File: src/rtl/spi_tx_queue.sv
// spi_tx_queue: transmit-side feeder for SpiOut.
//   Buffers WIDTH-bit words in a DEPTH-entry circular FIFO. Launches them one
//   frame at a time: it drives spiData, pulses writeSPI for one clock, then
//   follows masterChipSelectN through the frame. A forced idle gap follows
//   before the next launch.
// Ports:
//   clock, resetN        rising-edge clock, async active-low reset
//   wrData, wrStrobe     enqueue port
//   full, empty, count   FIFO occupancy (count = 0..DEPTH)
//   overflow             sticky dropped-push flag, cleared only by reset
//   spiData, writeSPI    to SpiOut; spiData is held from launch to frame end
//   masterChipSelectN    from SpiOut, low while a frame shifts
//   busy                 FSM not idle
//   timeoutErr           sticky launch-timeout flag
// Build option: define SPI_TX_TIMEOUT_EN to abandon a launch if CSN has not
//   gone low within 32 clocks. Otherwise timeoutErr is tied low.
module spi_tx_queue #(
  parameter int WIDTH      = 16,
  parameter int DEPTH      = 4,
  parameter int ADDR_W     = 2,
  parameter int GAP_CYCLES = 2
) (
  input  logic              clock,
  input  logic              resetN,
  input  logic [WIDTH-1:0]  wrData,
  input  logic              wrStrobe,
  output logic              full,
  output logic              empty,
  output logic [ADDR_W:0]   count,
  output logic              overflow,
  output logic [WIDTH-1:0]  spiData,
  output logic              writeSPI,
  input  logic              masterChipSelectN,
  output logic              busy,
  output logic              timeoutErr
);
  localparam int GW = (GAP_CYCLES > 1) ? $clog2(GAP_CYCLES) : 1;
  localparam logic [ADDR_W:0]   CNT_ONE  = 1;
  localparam logic [ADDR_W:0]   CNT_FULL = (ADDR_W+1)'(DEPTH);
  localparam logic [ADDR_W-1:0] PTR_ONE  = 1;
  localparam logic [GW-1:0]     GAP_LOAD = GW'(GAP_CYCLES - 1);
  localparam logic [GW-1:0]     GAP_ONE  = 1;

  typedef enum logic [2:0] {IDLE, LAUNCH, WAIT_LO, WAIT_HI, GAP} state_t;
  state_t state, state_nxt;

  logic [WIDTH-1:0]  mem [DEPTH];
  logic [ADDR_W-1:0] rd_ptr, wr_ptr;
  logic [ADDR_W:0]   cnt;
  logic [GW-1:0]     gap_cnt;
  logic              pop, push, gap_load;

  assign full     = (cnt == CNT_FULL);
  assign empty    = (cnt == '0);
  assign count    = cnt;
  assign writeSPI = (state == LAUNCH);
  assign busy     = (state != IDLE);

  // A pop frees a slot in the same clock, so a push into a full queue is
  // still accepted when it coincides with a launch.
  assign pop  = (state == IDLE) && !empty && masterChipSelectN;
  assign push = wrStrobe && (!full || pop);

`ifdef SPI_TX_TIMEOUT_EN
  logic [5:0] tmo_cnt;
  logic       tmo_fire;
`endif

  always_comb begin
    state_nxt = state;
    gap_load  = 1'b0;
`ifdef SPI_TX_TIMEOUT_EN
    tmo_fire  = 1'b0;
`endif
    case (state)
      IDLE:    if (pop) state_nxt = LAUNCH;
      LAUNCH:  state_nxt = WAIT_LO;
      WAIT_LO: begin
        if (!masterChipSelectN) state_nxt = WAIT_HI;
`ifdef SPI_TX_TIMEOUT_EN
        // 32nd WAIT_LO clock with CSN still high: give up on this word.
        else if (tmo_cnt == 6'd31) begin
          state_nxt = GAP;
          gap_load  = 1'b1;
          tmo_fire  = 1'b1;
        end
`endif
      end
      WAIT_HI: if (masterChipSelectN) begin
        state_nxt = GAP;
        gap_load  = 1'b1;
      end
      GAP:     if (gap_cnt == '0) state_nxt = IDLE;
      default: state_nxt = IDLE;
    endcase
  end

  always_ff @(posedge clock or negedge resetN) begin
    if (!resetN) state <= IDLE;
    else         state <= state_nxt;
  end

  always_ff @(posedge clock or negedge resetN) begin
    if (!resetN)                         gap_cnt <= '0;
    else if (gap_load)                   gap_cnt <= GAP_LOAD;
    else if (state == GAP && gap_cnt != '0) gap_cnt <= gap_cnt - GAP_ONE;
  end

  // Storage needs no reset: count==0 marks every entry invalid.
  always_ff @(posedge clock) begin
    if (push) mem[wr_ptr] <= wrData;
  end

  always_ff @(posedge clock or negedge resetN) begin
    if (!resetN) begin
      rd_ptr   <= '0;
      wr_ptr   <= '0;
      cnt      <= '0;
      overflow <= 1'b0;
      spiData  <= '0;
    end else begin
      if (push) wr_ptr <= wr_ptr + PTR_ONE;
      if (pop) begin
        rd_ptr  <= rd_ptr + PTR_ONE;
        spiData <= mem[rd_ptr];
      end
      case ({push, pop})
        2'b10:   cnt <= cnt + CNT_ONE;
        2'b01:   cnt <= cnt - CNT_ONE;
        default: cnt <= cnt;
      endcase
      if (wrStrobe && !push) overflow <= 1'b1;
    end
  end

`ifdef SPI_TX_TIMEOUT_EN
  always_ff @(posedge clock or negedge resetN) begin
    if (!resetN) begin
      tmo_cnt    <= '0;
      timeoutErr <= 1'b0;
    end else begin
      if (state == LAUNCH)       tmo_cnt <= '0;
      else if (state == WAIT_LO) tmo_cnt <= tmo_cnt + 6'd1;
      if (tmo_fire) timeoutErr <= 1'b1;
    end
  end
`else
  assign timeoutErr = 1'b0;
`endif

endmodule

File: config.mk
export PLATFORM = sky130hd
export DESIGN_NAME = spi_tx_queue
export DESIGN_NICKNAME = d
export VERILOG_FILES = /design/src/rtl/spi_tx_queue.sv
export SDC_FILE = /design/constraint.sdc
export NUM_CORES = 1
export LEC_CHECK = 0
export ABC_CLOCK_PERIOD_IN_PS = 2900
export BUFFER_PORTS_ARGS = -buffer_cell sky130_fd_sc_hd__buf_2
export CORE_MARGIN = 4
export CORE_UTILIZATION = 59
export CTS_BUF_LIST = sky130_fd_sc_hd__clkbuf_2
export DETAILED_ROUTE_END_ITERATION = 10
export PLACE_DENSITY = 0.81
export SLEW_MARGIN = 25
export SYNTH_ARGS = -nofsm -noshare
export SYNTH_HDL_FRONTEND = slang
export SYNTH_SLANG_ARGS = --single-unit
File: constraint.sdc
create_clock -name clock -period 2.9 [get_ports clock]
set_input_delay 0.435 -clock clock [delete_from_list [all_inputs] [get_ports clock]]
set_output_delay 0.435 -clock clock [all_outputs]
set_load 0.05 [all_outputs]
==> impl_metrics.tcl, run 1 <==
set metrics [dict create \
    outcome "completed" \
    grt_pass1_wl_um 9660 \
    drcViolationCount 0 \
    worstHoldStart "wrData[0]" \
    cts_resized 0 \
    coreArea_um2 5920 \
    min_to "mem[0][0]" \
    synth_edf_count 64 \
    ff2ff_path_depth 4 \
    cts_sinks 92 \
    synth.avg_cell_area_um2 19.3 \
    synth-xor-area-share_pct 1.21 \
    totalWireLength_um 5740 \
    first_pass_iters 4 \
    path_class "flop to output pin" \
    skew_ns 0.0288 \
    worstPathRequired_ns 2.47 \
    place_area_um2 3870 \
    syn_area_um2 3610 \
    multi_input_area_um2 913 \
    final_core_utilization_pct 67.4 \
    cts_tree "yes" \
    ys_seq_elements 92 \
    drive_above_1_share_pct 42.5 \
    setup_tns_ns 0 \
    cts.path.max_buffers 2 \
    swShare_pct 39.8 \
    cp_num_buf_inv 2 \
    switching_power_mw 1.76 \
    grt.total_usage_pct 17.5 \
    grt_pass1_vias 1866 \
    path_max_fanout 7 \
    tightest_slew_ns 0.740 \
    synth_top_family_by_area "multiplexers" \
    timing.final.crit_share_pct 83.9 \
    critPathCaptureType "output pin" \
    ir_drop_mv 0.668 \
    die_area_um2 7440 \
    cts-htree-levels 3 \
    slowest_delay_ns 0.54 \
    antenna_found_initial 0 \
    cts_root_buf "clkbuf_2" \
    grt_max_degree 29 \
    routabilityCongestion 0.820 \
    period_needed_ns 2.43 \
    finalHoldViolCount 0 \
    regToRegEndpoint "mem[3][8]" \
    chipHeight_um 86.3 \
    intPower_mw 2.67 \
    yosysTopAreaCell "edfxtp_1" \
    worstHoldPathCells 1 \
    slew_headroom_pct 50.6 \
    worstHoldPathType "input pin to flop" \
    synthAdderAreaFrac_pct 1.94 \
    reg2reg_slack_ns 0.48 \
    io_buffers 43 \
    start_kind "flop" \
    final.setup.worst_slack_ns 0.467 \
    synthMuxAreaShare_pct 15.4 \
    cts_inserted_buffers 9 \
    post-place-ws_ns 0.493 \
    maxCapViolations 0 \
    drt-initial-drc-count 119 \
    synth-compound-area-share_pct 2.70 \
    num_vias 1789 \
    chipWidth_um 86.3 \
    slew_violations 0 \
    ys_types 35 \
    path_clk_slew_ns 0.23 \
    clock.fmax_ghz 0.411 \
    r2r-start "state[2]" \
    hpwl_um 3710 \
    post_drt_wl_per_cell_um 18.2 \
    synthSimpleGateAreaFrac_pct 3.95 \
    stdcell_area_um2 3990 \
    critical_path_arrival_ns 2.00 \
    ys_warn_count 0 \
    io-pin-count 45 \
    antennaDiodeCount 0 \
    synthFlopType "edfxtp_1" \
    p_clk_share_pct 13.4 \
    rsz0062_at_grt "false" \
    grt_overflow_total 0 \
    comb_power_share_pct 40.9 \
    async_flop_share_pct 30.4 \
    syn2layout_area_growth_pct 10.4 \
    rows 28 \
    power.density_nw_per_um2 1110 \
    fillCellCount 410 \
    critPathTopFamily "simple AND/OR/NAND/NOR gates" \
    cpMaxStageDelayCell "or3b_2" \
    synth_fp_nets 212 \
    netlist.area_leader.share_pct 53.2 \
    finalSetupViolations 0 \
    start_util_pct 61.0 \
    regArea_um2 2620 \
    pwr-share-seq_pct 45.7 \
    nets 260 \
    routed_via_density 5.68 \
    seq_area_frac_synth_pct 72.6 \
    path_cells "or3b_2, inv_1, buf_2" \
    leakage_nw 1.51 \
    synth_area_leaders "edfxtp_1, dfrtp_1, mux4_2, mux2_2, ha_1" \
    ant_nets 0 \
    insertion_delay_ns 0.50 \
    postSynthCellCount 187 \
]
[timing repair]
action,CTS,global route
hold buffers,1,0
endpoints found under the setup margin,0,0
setup buffers,0,0
endpoints found under the hold margin,28,0
[synth_stat cells (2+ instances only)]
cell type / number
nand3_1: 2
mux4_2: 16
mux2_2: 16
and2_2: 4
inv_1: 6
nor2_1: 3
xnor2_1: 5
edfxtp_1: 64
nor3_1: 4
dfrtp_1: 28
o21ai_0: 4
buf_4: 2
ha_1: 4
nand2_1: 3
clkbuf_1: 2
buf_2: 2
a21oi_1: 3
buf_6: 2
[through the flow]
step                      std cells  hold WS [ns]  power, mW
after floorplan                 187         0.139       3.49
after global placement          298         0.473       3.84
after detailed placement        298         0.485       3.90
after CTS                       315        0.0953       4.47
after global routing            315        0.0448       4.70
final                           315         0.132       4.44
[sequential cells by signal (all words and copies together) (netlist names)]
register and count:
count 3, wr_ptr 2, spiData 16, state 3, overflow 1, gap_cnt 1
mem 64, rd_ptr 2
[worst max-delay path by stage]
| stage | startpoint | cells after the start | slack, ns | to |
|---|---|---|---|---|
| after floorplan | state[2] | 7 | 0.57 | count[1] |
| after global placement | state[2] | 4 | 0.58 | mem[1][9] |
| after detailed placement | state[2] | 4 | 0.49 | mem[3][4] |
| after CTS | count[1] | 3 | 0.43 | full |
| after global routing | count[1] | 3 | 0.33 | full |
| final | count[1] | 3 | 0.47 | full |
[power by group through the flow]
| stage | clock network [mW] | registers (mW) | logic [mW] |
|---|---|---|---|
| after floorplan | 0 | 2.48 | 1.01 |
| after global placement | 0 | 2.04 | 1.80 |
| after detailed placement | 0 | 2.07 | 1.84 |
| after CTS | 0.601 | 2.03 | 1.84 |
| after global routing | 0.677 | 2.08 | 1.95 |
| final | 0.595 | 2.03 | 1.81 |
[cells by family after synthesis]
logic type / Yosys count
flip-flops: 92
multiplexers: 33
AND/OR/NAND/NOR: 24
buffers and inverters: 14
AO/OA/AOI/OAI: 13
adder cells (fa/ha/maj): 5
XOR/XNOR: 5
other: 1
[layout by cell type, fill, tap and decap left out, types with 2 or more instances in the layout]
| cell type | instances |
|---|---|
| inv_1 | 6 |
| mux4_2 | 16 |
| ha_1 | 4 |
| edfxtp_1 | 64 |
| clkbuf_2 | 12 |
| xnor2_1 | 5 |
| nor3_1 | 4 |
| nand2_1 | 3 |
| buf_2 | 43 |
| clkinv_2 | 2 |
| mux2_2 | 16 |
| nand3_1 | 2 |
| a21oi_1 | 3 |
| dfrtp_1 | 28 |
| and2_2 | 4 |
| o21ai_0 | 4 |
| nor2_1 | 3 |
[worst reg2reg max path: stages (launching register included)]
cell      delay [ns]
dfrtp_1         0.49
or3_1           0.52
or2_1           0.38
a21boi_4        0.25
and2_2          0.47
[routing by layer]
metal  vias up  global-route usage [%]  share of wire [%]
met3         8                    4.56                5.4
met1       917                    24.1                 45
met5         -                       0                  0
met4         0                    7.08                1.1
li1        814                       -                  -
met2        50                    27.1                 48
[area by class of cell]
cell class,count,area share (%)
timing repair buffer,45,5.83
multi-input combinational,81,22.9
clock inverter,4,1.10
sequential,92,65.7
tap,75,2.35
clock buffer,12,1.51
inverter,6,0.565
(Power assumes the default switching activity.)
==> inputs of run 2 (changes only) <==
--- a/config.mk
+++ b/config.mk
@@ -5,7 +5,7 @@
 export SDC_FILE = /design/constraint.sdc
 export NUM_CORES = 1
 export LEC_CHECK = 0
-export ABC_CLOCK_PERIOD_IN_PS = 2900
+export ABC_CLOCK_PERIOD_IN_PS = 2400
 export BUFFER_PORTS_ARGS = -buffer_cell sky130_fd_sc_hd__buf_2
 export CORE_MARGIN = 4
 export CORE_UTILIZATION = 59
==> constraint.sdc (replaced) <==
create_clock -name clock -period 2.4 [get_ports clock]
set_input_delay 0.36 -clock clock [delete_from_list [all_inputs] [get_ports clock]]
set_output_delay 0.36 -clock clock [all_outputs]
set_load 0.05 [all_outputs]
==> run 2 against run 1 <==
Non-clock buffer count increased by 29. Total power grew 28%. Register-to-register slack lost 0.39 ns. Cell count rose by 9.2%. Setup slack worse by 0.38 ns. Wire length is 4.8% higher. Clock skew decreased by 0.00090 ns. Highest routed layer unchanged.
==> impl_metrics.tcl, run 2 (synthesis gave the netlist of run 1 again) <==
set metrics [dict create \
    outcome "completed" \
    cts_sinks 92 \
    drt-initial-drc-count 103 \
    ant_nets 0 \
    cts_root_buf "clkbuf_2" \
    fillCellCount 354 \
    final_common_cell "edfxtp_1" \
    syn2layout_area_growth_pct 19.9 \
    nets 289 \
    pwr-share-seq_pct 41.8 \
    switching_power_mw 2.19 \
    cts.path.max_buffers 2 \
    swShare_pct 38.5 \
    start_kind "flop" \
    num_vias 1875 \
    cts-htree-levels 3 \
    path_cells "or3_1, or3_2, fa_1, nor3_1, a21oi_1, o22ai_1" \
    largest_reg_flops 64 \
    start_util_pct 61.0 \
    skew_ns 0.0279 \
    grt_pass1_wl_um 9800 \
    top_register "mem" \
    comb_power_share_pct 43.4 \
    path_class "flop to flop" \
    power_mw 5.69 \
    die_area_um2 7440 \
    coreArea_um2 5920 \
    grt_overflow_total 0 \
    tightest_slew_ns 0.659 \
    power.density_nw_per_um2 1310 \
    chipHeight_um 86.3 \
    rows 28 \
    intPower_mw 3.50 \
    chipWidth_um 86.3 \
    slowest_delay_ns 0.49 \
    clock.fmax_ghz 0.432 \
    finalHoldViolCount 0 \
    routabilityCongestion 0.847 \
    cpMaxStageDelayCell "or3_2" \
    p_clk_share_pct 14.7 \
    worstHoldPathType "input pin to flop" \
    maxCapViolations 0 \
    antenna_found_initial 0 \
    path_max_fanout 6 \
    final_core_utilization_pct 73.2 \
    first_pass_iters 4 \
    drcViolationCount 0 \
    drive_above_1_share_pct 43.1 \
    io_buffers 43 \
    grt.total_usage_pct 17.9 \
    ir_drop_mv 0.862 \
    place_area_um2 3990 \
    slew_violations 0 \
    period_needed_ns 2.31 \
    stdcell_area_um2 4330 \
    hpwl_um 3870 \
    worstPathRequired_ns 2.88 \
    critPathCaptureType "flop" \
    cts_inserted_buffers 9 \
    post_drt_wl_per_cell_um 17.5 \
    grt_pass1_vias 1935 \
    setup_tns_ns 0 \
    antennaDiodeCount 0 \
    insertion_delay_ns 0.53 \
    totalWireLength_um 6010 \
    final_cell_mix "edfxtp_1, buf_2, dfrtp_1" \
    timing.final.crit_share_pct 96.4 \
    path_clk_slew_ns 0.25 \
    cts_tree "yes" \
    grt_max_degree 29 \
    finalSetupViolations 0 \
    reg_top3 "mem x64, spiData x16" \
    slew_headroom_pct 56.1 \
    leakage_nw 1.65 \
    critical_path_arrival_ns 2.79 \
    io-pin-count 45 \
    routed_via_density 5.45 \
]
[run 2: changes by cell type in the layout (fill, tap and decap cells not counted), sizes merged]
cell         change
dlygate4sd3     +16
inv              +2
clkbuf           -3
bufinv           +1
buf             +13
[run 2: area by class of cell]
type | instances | area, um2 | share of cell area (%)
well taps | 75 | 93.8 | 2.17
clock inverters | 7 | 88.8 | 2.05
repair buffers | 74 | 543 | 12.5
flip-flops and latches | 92 | 2630 | 60.6
multi-input cells | 81 | 913 | 21.1
clock buffers | 9 | 45.0 | 1.04
inverters | 6 | 22.5 | 0.520
[run 2: timing repair]
item | in CTS | in global routing
hold endpoints to repair | 42 | 43
pin swaps | 0 | 0
hold buffers | 6 | 11
setup buffers | 0 | 4
resized for setup | 1 | 3
endpoints found under the setup margin | 1 | 2
[run 2: power by group through the flow]
stage                     clock network, mW  logic, mW  registers, mW
after floorplan                           0       1.22           3.00
after global placement                    0       2.37           2.40
after detailed placement                  0       2.40           2.43
after CTS                             0.859       2.42           2.39
after global routing                  0.938       2.65           2.44
final                                 0.839       2.47           2.38
[run 2: routing by layer]
| layer | track usage (%) | vias to the layer above | part of all wire [%] |
|---|---|---|---|
| met3 | 5.04 | 8 | 4.4 |
| met5 | 0 | - | 0 |
| met1 | 22.8 | 954 | 42 |
| met4 | 7.22 | 0 | 1.3 |
| met2 | 29.4 | 42 | 52 |
| li1 | - | 871 | - |
[run 2: worst paths after layout]
path,from,endpoint,slack [ns],cells after the start
setup / recovery,state[2],count[1],0.09,6
min in group asynchronous,resetN,count[0],0.35,2
setup reg to reg,state[2],count[1],0.09,6
max in group asynchronous,resetN,state[1],1.57,2
hold / removal,wrStrobe,count[1],0.05,2
hold reg to reg,overflow,overflow,0.51,1
[run 2: critical path: cells and delay by family, from the launching register on]
kind	cells	cell delay, ns
adder cells (fa/ha/maj)	1	0.47
flip-flops	1	0.48
AND/OR/NAND/NOR	3	1.13
AO/OA/AOI/OAI	2	0.21
[run 2: per-stage QoR]
step | worst slack [ns] | hold slack (ns) | instances
after CTS | 0.0445 | 0.00104 | 329
after floorplan | 0.0695 | 0.0644 | 187
after detailed placement | 0.103 | 0.432 | 307
after global placement | 0.201 | 0.429 | 307
after global routing | -0.0189 | 0.00107 | 344
final | 0.0871 | 0.0501 | 344
==> inputs of run 3 (changes only) <==
--- a/config.mk
+++ b/config.mk
@@ -7,7 +7,6 @@
 export LEC_CHECK = 0
 export ABC_CLOCK_PERIOD_IN_PS = 2400
 export BUFFER_PORTS_ARGS = -buffer_cell sky130_fd_sc_hd__buf_2
-export CORE_MARGIN = 4
 export CORE_UTILIZATION = 59
 export CTS_BUF_LIST = sky130_fd_sc_hd__clkbuf_2
 export DETAILED_ROUTE_END_ITERATION = 10
==> run 3 against run 2 <==
First-iteration DRC count decreased by 44%. Cell count decreased by 1.2%. Clock power decreased by 12%. Clock skew decreased by 0.010 ns. Register-to-register slack improved by 0.04 ns. Critical endpoint is now full.
==> impl_metrics.tcl, run 3 (synthesis gave the netlist of run 1 again) <==
set metrics [dict create \
    period_needed_ns 2.31 \
    worstHoldPathType "input pin to flop" \
    reg_top3 "mem x64, spiData x16" \
    critical_path_arrival_ns 1.95 \
    io_buffers 43 \
    min_to "mem[2][5]" \
    use_met2_pct 36.2 \
    ir_drop_mv 0.849 \
    syn2layout_area_growth_pct 17.8 \
    coreArea_um2 5920 \
    whs_ns 0.0454 \
    skew_ns 0.0174 \
    chipHeight_um 80.3 \
    slew_headroom_pct 55.0 \
    post_drt_wl_per_cell_um 17.3 \
    path_class "flop to output pin" \
    die_area_um2 6440 \
    drt-initial-drc-count 58 \
    finalHoldViolCount 0 \
    worstPathRequired_ns 2.04 \
    finalSetupViolations 0 \
    start_util_pct 61.0 \
    cts_sinks 92 \
    num_vias 1863 \
    rows 28 \
    reg2reg_slack_ns 0.13 \
    antenna_found_initial 0 \
    regArea_um2 2630 \
    use_met3_pct 4.09 \
    grt.total_usage_pct 21.4 \
    drcViolationCount 0 \
    first_pass_iters 4 \
    cts.path.max_buffers 2 \
    hpwl_um 3870 \
    rsz0062_at_grt "false" \
    worstHoldPathCells 1 \
    grt_pass1_vias 1919 \
    cts_root_buf "clkbuf_2" \
    power.density_nw_per_um2 1310 \
    routabilityCongestion 0.769 \
    ant_nets 0 \
    critPathCaptureType "output pin" \
    grt_util_met1_pct 26.1 \
    final_common_cell "edfxtp_1" \
    timing.final.crit_share_pct 96.2 \
    cts-htree-levels 3 \
    worstHoldStart "wrData[5]" \
    largest_reg_flops 64 \
    path_max_fanout 7 \
    totalWireLength_um 5880 \
    regToRegEndpoint "count[2]" \
    insertion_delay_ns 0.52 \
    grt_pass1_wl_um 9530 \
    path_clk_slew_ns 0.23 \
    maxCapViolations 0 \
    outcome "completed" \
    final_cell_mix "edfxtp_1, buf_2, dfrtp_1" \
    grt_max_degree 29 \
    final_core_utilization_pct 71.9 \
    slew_violations 0 \
    chipWidth_um 80.3 \
    io-pin-count 45 \
    drive_above_1_share_pct 45.3 \
    routed_via_density 5.48 \
    ff2ff_path_depth 6 \
    start_kind "flop" \
    tightest_slew_ns 0.675 \
    setup_tns_ns 0 \
    cts_inserted_buffers 9 \
    fillCellCount 378 \
    clock.fmax_ghz 0.433 \
    antennaDiodeCount 0 \
    grt_overflow_total 0 \
    r2r-start "state[1]" \
    leakage_nw 1.62 \
    multi_input_area_um2 918 \
    gr-max-usage-layer "met2" \
    nets 285 \
    cts_tree "yes" \
    top_register "mem" \
]
run 3: cell types whose count changed in the layout (fill, tap and decap cells not counted), sizes merged:
cell / change
inv: -1
bufinv: -1
buf: +2
clkinvlp: +2
dlygate4sd3: -6
run 3: critical path, stage by stage, from the launching register on:
cell and delay [ns]:
dfrtp_2 0.50, or3b_2 0.53, inv_1 0.17, buf_4 0.23
run 3: cell type report:
class	count	area share, %
clock inverter	7	1.56
sequential	92	61.7
clock buffer	9	1.06
timing repair buffer	70	11.4
tap	75	2.20
multi-input combinational	81	21.6
inverter	6	0.529
run 3: what timing repair did:
action | 4_1_cts | 5_1_grt
endpoints found under the hold margin | 55 | 1
setup buffers | 0 | 2
gates resized for setup | 1 | 4
endpoints found under the setup margin | 1 | 3
hold buffers | 10 | 1
run 3: report_power, final:
part,switching [mW],internal [mW]
clock,0.502,0.235
sequential,0.206,2.18
combinational,1.48,0.972
run 3: worst max path at each step:
stage	start	to	slack, ns
after detailed placement	state[1]	count[1]	0.07
after floorplan	state[2]	count[1]	0.07
final	count[1]	full	0.09
after global routing	count[1]	full	0.01
after CTS	count[1]	full	0.02
after global placement	state[1]	count[1]	0.14
run 3: metal layers:
layer | vias up | share of wire, %
li1 | 871 | -
met1 | 938 | 44
met2 | 44 | 51
met3 | 10 | 3.3
met4 | 0 | 2.1
met5 | - | 0
run 3: stage by stage:
stage | std cells | total power [mW] | cell area (um2) | setup slack (ns)
after global routing | 340 | 5.89 | 4260 | 0.0104
after CTS | 337 | 5.60 | 4220 | 0.0226
after global placement | 311 | 4.79 | 4010 | 0.139
after detailed placement | 311 | 4.86 | 4010 | 0.0679
after floorplan | 187 | 4.22 | 3610 | 0.0695
final | 340 | 5.58 | 4260 | 0.0908
